[src/rtl/uart_tx_engine.sv]
// uart_tx_engine: serialises one byte into an 11-bit UART frame (start, 7/8 data, optional parity, stop padding)
module uart_tx_engine (
    input  logic        clk,
    input  logic        rst,
    input  logic        load,
    input  logic [7:0]  DATA,
    input  logic [18:0] max,
    input  logic        EIGHT,
    input  logic        PEN,
    input  logic        OHEL,
    output logic        TXRDY,
    output logic        TX
);
    localparam logic [0:0] IDLE  = 1'b0;
    localparam logic [0:0] SHIFT = 1'b1;
    logic [0:0]  state;
    logic [18:0] bit_cnt;
    logic [3:0]  btu_cnt;
    logic [10:0] shreg;
    logic [10:0] frame;
    logic        par;
    logic        b8;
    logic        b9;
    logic        start;
    logic        btu;
    logic        done;
    // frame assembly from live inputs (captured only on an accepted load) and bit-time strobes
    always_comb begin
        par   = ^(DATA & {EIGHT, 7'h7f}) ^ OHEL;
        b8    = EIGHT ? DATA[7] : (PEN ? par : 1'b1);
        b9    = (EIGHT & PEN) ? par : 1'b1;
        frame = {1'b1, b9, b8, DATA[6:0], 1'b0};
        start = (state == IDLE) & load;
        btu   = (state == SHIFT) & (bit_cnt == max);
        done  = btu & (btu_cnt == 4'd10);
    end
    // state, bit-time counter, BTU counter and frame shift register; TX is the register LSB
    always_ff @(posedge clk or posedge rst) begin
        if (rst) begin
            state   <= IDLE;
            bit_cnt <= '0;
            btu_cnt <= '0;
            shreg   <= '1;
        end else if (start) begin
            state <= SHIFT;
            shreg <= frame;
        end else if (state == SHIFT) begin
            bit_cnt <= btu ? '0 : bit_cnt + 19'd1;
            if (btu) begin
                shreg   <= {1'b1, shreg[10:1]};
                btu_cnt <= done ? '0 : btu_cnt + 4'd1;
            end
            if (done)
                state <= IDLE;
        end
    end
    assign TXRDY = (state == IDLE);
    assign TX    = shreg[0];
endmodule

[config.mk]
export PLATFORM = sky130hd
export DESIGN_NAME = uart_tx_engine
export DESIGN_NICKNAME = d
export VERILOG_FILES = /design/src/rtl/uart_tx_engine.sv
export SDC_FILE = /design/constraint.sdc
export NUM_CORES = 1
export LEC_CHECK = 0
export ABC_AREA = 1
export CAP_MARGIN = 0
export CORE_ASPECT_RATIO = 1.2
export CORE_MARGIN = 2
export CORE_UTILIZATION = 45
export CTS_CLUSTER_SIZE = 10
export DETAILED_ROUTE_END_ITERATION = 8
export PLACE_DENSITY_LB_ADDON = 0.3
export SYNTH_ARGS = -nofsm -noshare
export SYNTH_HDL_FRONTEND = slang
export SYNTH_SLANG_ARGS = --single-unit
[constraint.sdc]
create_clock -name clk -period 1.4 [get_ports clk]
set_input_delay 0.21 -clock clk [delete_from_list [all_inputs] [get_ports clk]]
set_output_delay 0.21 -clock clk [all_outputs]
set_load 0.02 [all_outputs]
==> results of run 1 <==
==> synth_stat cells (2+ instances only) <==
cell      instances
nand3_1          32
a21oi_1           3
inv_1            61
o21ai_0          14
nand4_1          18
nor3_1           10
inv_2            13
xnor2_1           4
nor2_1           43
nand2_2           5
dfrtp_1          24
dfstp_2          10
buf_2             4
nand2_1         153
or2_2             3
xor2_1            5
ha_1              3
o21ai_1           9
nand3b_1          2
==> per-layer routing <==
| metal | GRT usage, % | share of wire [%] | vias to the layer above |
|---|---|---|---|
| met5 | 0 | 0 | - |
| met4 | 14.7 | 4.1 | 0 |
| met3 | 3.11 | 5.9 | 40 |
| met2 | 53.7 | 53 | 162 |
| met1 | 32.9 | 37 | 1594 |
| li1 | - | - | 1647 |
==> power groups by stage <==
stage | Combinational [uW] | Clock (uW) | Sequential [uW]
final | 2920 | 894 | 1530
after global routing | 3160 | 938 | 1560
after CTS | 2540 | 882 | 1520
after detailed placement | 2210 | 0 | 1510
after global placement | 2170 | 0 | 1510
after floorplan | 1110 | 0 | 1490
==> worst max path at each step <==
stage / from / endpoint / slack [ps] / depth (start not counted)
floorplan: bit_cnt[0]$_DFFE_PP0P_ / bit_cnt[16]$_DFFE_PP0P_ / -50 / 10
global route: bit_cnt[14]$_DFFE_PP0P_ / shreg[8]$_DFFE_PP1P_ / -380 / 11
CTS: bit_cnt[1]$_DFFE_PP0P_ / bit_cnt[13]$_DFFE_PP0P_ / -200 / 10
finish: bit_cnt[0]$_DFFE_PP0P_ / shreg[8]$_DFFE_PP1P_ / -270 / 10
detailed placement: max[3] / bit_cnt[13]$_DFFE_PP0P_ / -650 / 11
global placement: max[3] / bit_cnt[13]$_DFFE_PP0P_ / -640 / 11
==> layout make-up <==
class / count / area share (%)
multi-input cells: 314 / 40.2
well taps: 80 / 2.24
clock buffers: 8 / 2.47
repair buffers: 152 / 29.2
flip-flops and latches: 34 / 19.4
inverters: 74 / 6.45
==> flip-flops by register name, indices dropped and copies added (netlist names) <==
signal and flops:
bit_cnt 19, btu_cnt 4, state 1, shreg 10
==> repair_timing <==
action                                  in CTS  in global routing
gates cloned                                 0                  1
buffers inserted                            17                  7
gates resized for setup                     59                 63
endpoints found under the setup margin      36                 35
pin swaps                                   31                 19
==> through the flow <==
step           total power (uW)  cell area (um2)  utilization, %
4_1_cts                    4940             4170            73.6
3_3_place_gp               3680             3780            66.8
6_report                   5340             4460            78.7
3_5_place_dp               3720             3780            66.8
5_1_grt                    5660             4460            78.7
2_1_floorplan              2600             2660               -
==> worst register-to-register path, delay by kind of cell (launching register included) <==
kind,cells,cell delay (ps)
and+or+nand+nor,8,870
buffers and inverters,1,190
AOI/OAI and AO/OA,1,100
DFF,1,460
==> cell families (layout without fill, tap and decap cells) <==
family,after synthesis,after routing,share of synthesized area (%)
buffers and inverters,80,234,11.9
and+or+nand+nor,272,272,44.8
xor gates and xnor gates,9,9,2.99
DFF,34,34,32.7
adders and majority gates,3,3,1.42
AOI/OAI and AO/OA,30,30,6.22
==> results by group, run 1 <==
Clock network
  • Worst-Skew Late Latency: 300 ps
  • CTS sink count: 34
  • TritonCTS Buffers: 5
  • CTS root buf: clkbuf_8
  • H-tree levels: 2
  • CTS hold repair buffers: 0
  • Clock tree buffer depth: 2
  • Clock tree from TritonCTS: yes
  • Clock Pin Slew Worst Setup and Hold Paths: 80 ps

Pwr
  • Reg power frac: 28.6%
  • Switching power: 2090 uW
  • Cell-internal power: 3250 uW
  • Maximum vdd drop: 0.000972 V
  • Power share of the clock group: 16.7%
  • Pwr dens: 1200 mW/mm2
  • Pleak: 0.00240 uW
  • Combinational power share: 54.6%
  • Sw frac: 39.1%

Setup path
  • Worst path max stage delay: 460 ps
  • Reg2reg path depth: 10
  • CP Class: flip-flop to flip-flop
  • FF-to-FF Start: bit_cnt[0]$_DFFE_PP0P_
  • R2r setup slk: -270 ps
  • Crit. End Element: flip-flop
  • R2r endpoint: shreg[8]$_DFFE_PP1P_
  • Nature of the critical path startpoint: flip-flop
  • Worst path bufs/invs: 1
  • CP top delay family: simple AND/OR/NAND/NOR gates
  • Worst-path cell chain: nand2_2, nand2_2, nor2_4, nand3_2, nor2_4, nand3_4, buf_6, o21ai_2, nand2_1, nand2_1
  • Crit path DAT: 1910 ps
  • Slowest CP cell: dfrtp_2
  • Critical Path RT: 1640 ps
  • Largest driver fanout on the critical path: 7

STA
  • Max_slew headroom: 77.6%
  • Final Max Tran Viols: 0
  • Slew @ Worst Pin: 333 ps
  • Final Cycle Share: 119%
  • Fin worst setup slack: -271 ps
  • Final setup TNS: -7210 ps
  • Min Hold Slack: 241 ps
  • Highest Clock Rate: 0.598 GHz
  • RSZ-0062 raised after global routing: yes
  • # setup viols final: 34
  • Final Hold Fails: 0
  • Skew final: 15.0 ps
  • Min Clock Period, post-route: 1670 ps

Final layout
  • Nets: 617
  • Area of the multi-input gates: 0.00179 mm2
  • Most frequent cells in the layout: 132 x nand2_1, 104 x buf_4, 55 x inv_1
  • Area Overhead vs Synth: 69.2%
  • Most common cell after layout, fill and taps aside: nand2_1
  • Fin cells: 662
  • ANT cells: 0
  • Share of cells above drive strength 1: 41.1%
  • Register area: 867 um2
  • Fill count: 387

Place
  • IO Port Bufs: 34
  • Pre-CTS setup slack: -646 ps
  • DP HPWL: 6.18 mm
  • Placed cell count: 631
  • GPL Wtd Cong: 0.944

Synthesis
  • Syn Nets: 464
  • Synth warn: 0
  • Post-synth top area share: 22.8%
  • Register area share after synthesis: 32.7%
  • Count of different cell masters after synthesis: 31
  • Syn Area/Cell: 6.16 um2
  • Post-synth EDFFs: 0
  • Post-synth top area cell: dfrtp_1
  • Mapped Cells: 428
  • Register bit total from synthesis: 34
  • Dominant cells by area after synthesis: dfrtp_1 23%, nand2_1 22%, dfstp_2 10%
  • Dominant synthesized flop cell: dfrtp_1
  • Ys async rst share: 100%
  • Synth Cell Area: 0.00264 mm2

Floorplanning
  • DIE HEIGHT: 87.8 um
  • Rows: 30
  • IO Count: 35
  • Die footprint: 0.00649 mm2
  • Starting Density: 46.5%
  • Die Wd: 73.9 um
  • Core ar.: 0.00567 mm2

Drt
  • Vias: 3,443
  • DRT iter0 DRCs: 249
  • Vias per cell: 5.20
  • Post-route antenna net violation count: 0
  • Avg WL per Cell: 14.4 um
  • DRT Pass-1 Iters: 6
  • DR DRC count: 0
  • Aggregate routed wire length: 9.52 mm

Global routing
  • GRT Total Usage: 29.2%
  • Initial antenna violation count: 0
  • Vias in the first global route: 3,349
  • First-pass GRT wire length: 14.6 mm
  • Grt total ovfl: 0
  • Largest net degree at the start of global routing: 35

Hold path
  • Min-delay worst type: primary input to async pin

Run status
  • Violated checks: negative setup slack
  • Status: complete, but fails checks

Job
  • Number of max-cap violations: 0
No activity file was read; power rests on OpenSTA's default activity.
==> run 2, diff against run 1 <==
--- a/config.mk
+++ b/config.mk
@@ -8,7 +8,6 @@
 export ABC_AREA = 1
 export CAP_MARGIN = 0
 export CORE_ASPECT_RATIO = 1.2
-export CORE_MARGIN = 2
 export CORE_UTILIZATION = 45
 export CTS_CLUSTER_SIZE = 10
 export DETAILED_ROUTE_END_ITERATION = 8
==> run 2 against run 1 <==
The flow still finishes with violations (negative setup slack). Largest cell class unchanged. Combinational power is 14% lower. Clock power is 4.0% lower. Wire length is 12% lower. Setup slack better by 50 ps. Critical path depth stayed put. Largest power group unchanged. Final cell count is 2.4% lower. Clock skew is 8.8 ps lower. Global-route usage is 0.74 points lower. Critical path type unchanged. Utilization is 5.2 points lower. Count of clock-buffer cells in the layout stayed put.
==> results by group, run 2 (same netlist as run 1, synthesis figures left out) <==
Drt
  • DR DRC count: 0 (unchanged)
  • Avg WL per Cell: 13.0 um (-9.7%)
  • Aggregate routed wire length: 8.39 mm (-12%)
  • DRT iter0 DRCs: 122 (-51%)
  • Max layer used: met4
  • Vias per cell: 4.96 (-4.5%)
  • Vias: 3,207 (-6.9%)
  • DRT Pass-1 Iters: 5 (-1)
  • Post-route antenna net violation count: 0 (unchanged)
  • Metal2 WL: 4.46 mm (-11%)
  • Metal-1 WL: 3.23 mm (-8.9%)
  • Met3 WL: 316 um (-44%)

Final layout
  • Most frequent cells in the layout: 141 x nand2_1, 92 x buf_4, 58 x inv_1
  • ANT cells: 0 (unchanged)
  • Area Overhead vs Synth: 58.0%
  • Nets: 601 (-2.6%)
  • Biggest regs: bit_cnt x19, shreg x10, btu_cnt x4
  • Top reg by flops: bit_cnt
  • Fill count: 452 (+17%)
  • Max reg flops: 19 (unchanged)
  • Most common cell after layout, fill and taps aside: nand2_1
  • Share of cells above drive strength 1: 34.3% (-6.8 points)

Global routing
  • First-pass GRT wire length: 13.6 mm (-7.5%)
  • GRT Total Usage: 28.5% (-0.74 points)
  • Initial antenna violation count: 0 (unchanged)
  • Grt total ovfl: 0 (unchanged)
  • Largest net degree at the start of global routing: 35 (unchanged)
  • Vias in the first global route: 3,141 (-6.2%)

Place
  • GPL Wtd Cong: 0.947 (+0.32%)
  • DP HPWL: 6.30 mm (+1.8%)
  • IO Port Bufs: 34 (unchanged)
  • Pre-CTS setup slack: -529 ps (+117 ps)

STA
  • # setup viols final: 34 (unchanged)
  • Slew @ Worst Pin: 285 ps (-48.8 ps)
  • Final Cycle Share: 116% (-3.6 points)
  • Min Clock Period, post-route: 1620 ps (-50.1 ps)
  • Final Max Tran Viols: 0 (unchanged)
  • Max_slew headroom: 80.8% (+3.3 points)
  • Highest Clock Rate: 0.617 GHz (+3.1%)
  • RSZ-0062 raised after global routing: yes
  • Fin worst setup slack: -221 ps (+50.1 ps)
  • Skew final: 6.25 ps (-8.76 ps)
  • Final Hold Fails: 0 (unchanged)

Pwr
  • Cell-internal power: 3050 uW (-6.4%)
  • Total Power: 4860 uW (-8.9%)
  • Sw frac: 37.4% (-1.7 points)
  • Pwr dens: 1170 mW/mm2 (-2.5%)
  • Power share of the clock group: 17.6% (+0.9 points)
  • Switching power: 1820 uW (-13%)
  • Combinational power share: 51.5% (-3.1 points)
  • Maximum vdd drop: 0.000739 V (-24%)
  • Reg power frac: 30.9% (+2.3 points)
  • Pleak: 0.00224 uW (-6.7%)

Setup path
  • Worst-path cell chain: inv_2, nand2_2, o21ai_2, nor2_2, nand2_1, nor2_2, nand3_4, buf_6, o211ai_1, inv_2
  • CP Class: flip-flop to flip-flop
  • Slowest CP cell: dfrtp_1
  • Crit path DAT: 1800 ps (-110 ps)
  • Worst path bufs/invs: 3 (+2)
  • Worst path max stage delay: 420 ps (-40 ps)
  • Largest driver fanout on the critical path: 8 (+1)
  • Nature of the critical path startpoint: flip-flop
  • Crit. End Element: flip-flop
  • Critical Path RT: 1580 ps (-60 ps)
  • CP top delay family: simple AND/OR/NAND/NOR gates

Clock network
  • Worst-Skew Late Latency: 290 ps (about the same)
  • H-tree levels: 2 (unchanged)
  • CTS sink count: 34 (unchanged)
  • TritonCTS Buffers: 5 (unchanged)
  • Clock Pin Slew Worst Setup and Hold Paths: 70 ps (about the same)
  • CTS root buf: clkbuf_8
  • Clock tree from TritonCTS: yes
  • CTS hold repair buffers: 0 (unchanged)
  • Clock tree buffer depth: 2 (unchanged)

Floorplanning
  • IO Count: 35 (unchanged)
  • Rows: 30 (unchanged)
  • Die Wd: 71.9 um (-2.7%)
  • Starting Density: 46.5% (unchanged)
  • Core ar.: 0.00567 mm2 (unchanged)
  • DIE HEIGHT: 85.8 um (-2.3%)
  • Die footprint: 0.00617 mm2 (-4.9%)

Job
  • Number of max-cap violations: 0 (unchanged)

Run status
  • Status: complete, but fails checks
  • Violated checks: negative setup slack

Hold path
  • Min-delay worst type: primary input to async pin
[run 2: cell type report]
class / count / area [um2] / area share, %
multi-input cells: 314 / 1660 / 39.8
repair buffers: 136 / 1150 / 27.7
flip-flops and latches: 34 / 865 / 20.8
inverters: 74 / 280 / 6.73
clock buffers: 8 / 110 / 2.64
well taps: 80 / 100 / 2.40
[run 2: power by group through the flow]
stage               Combinational, uW  Sequential, uW  Clock [uW]
CTS                              2390            1500         871
detailed placement               2180            1520           0
global route                     2750            1530         918
floorplan                        1110            1490           0
finish                           2500            1500         858
global placement                 2130            1520           0
[run 2: path summary, 6_finish.rpt]
check | start | endpoint | slack [ps] | cells past startpoint
worst max-delay path | bit_cnt[3]$_DFFE_PP0P_ | bit_cnt[13]$_DFFE_PP0P_ | -220 | 10
max in group asynchronous | rst | shreg[4]$_DFFE_PP1P_ | 890 | 3
min in group clk | shreg[8]$_DFFE_PP1P_ | shreg[8]$_DFFE_PP1P_ | 470 | 2
worst max register to register | bit_cnt[3]$_DFFE_PP0P_ | bit_cnt[13]$_DFFE_PP0P_ | -220 | 10
worst min-delay path | rst | bit_cnt[7]$_DFFE_PP0P_ | 260 | 3
worst min register to register | shreg[8]$_DFFE_PP1P_ | shreg[8]$_DFFE_PP1P_ | 470 | 2
[run 2: what timing repair did]
action,CTS,global route
endpoints found under the setup margin,36,35
setup buffers,4,2
pin swaps,10,15
gates resized for setup,43,25
[run 2: stage by stage]
step | utilization (%) | instances | hold WS [ps] | area [um2] | setup TNS, ps
finish | 73.5 | 646 | 258 | 4170 | -5760
global route | 73.5 | 646 | 294 | 4170 | -8710
CTS | 72.0 | 644 | 266 | 4080 | -4360
detailed placement | 67.1 | 632 | 471 | 3800 | -14260
global placement | 67.1 | 632 | 455 | 3800 | -13700
floorplan | - | 428 | 330 | 2660 | -103
[run 2: layer usage]
metal | vias up | GRT usage (%)
li1 | 1619 | -
met1 | 1471 | 31.1
met2 | 90 | 53.3
met3 | 27 | 3.41
met4 | 0 | 14.8
met5 | - | 0
[run 2: worst reg2reg max path, cell delays in order (launching register included)]
cell      delay, ps
dfrtp_1         420
inv_2            80
nand2_2          80
o21ai_2          60
nor2_2          120
nand2_1         100
nor2_2          160
nand3_4         160
buf_6           180
o211ai_1        110
inv_2            50
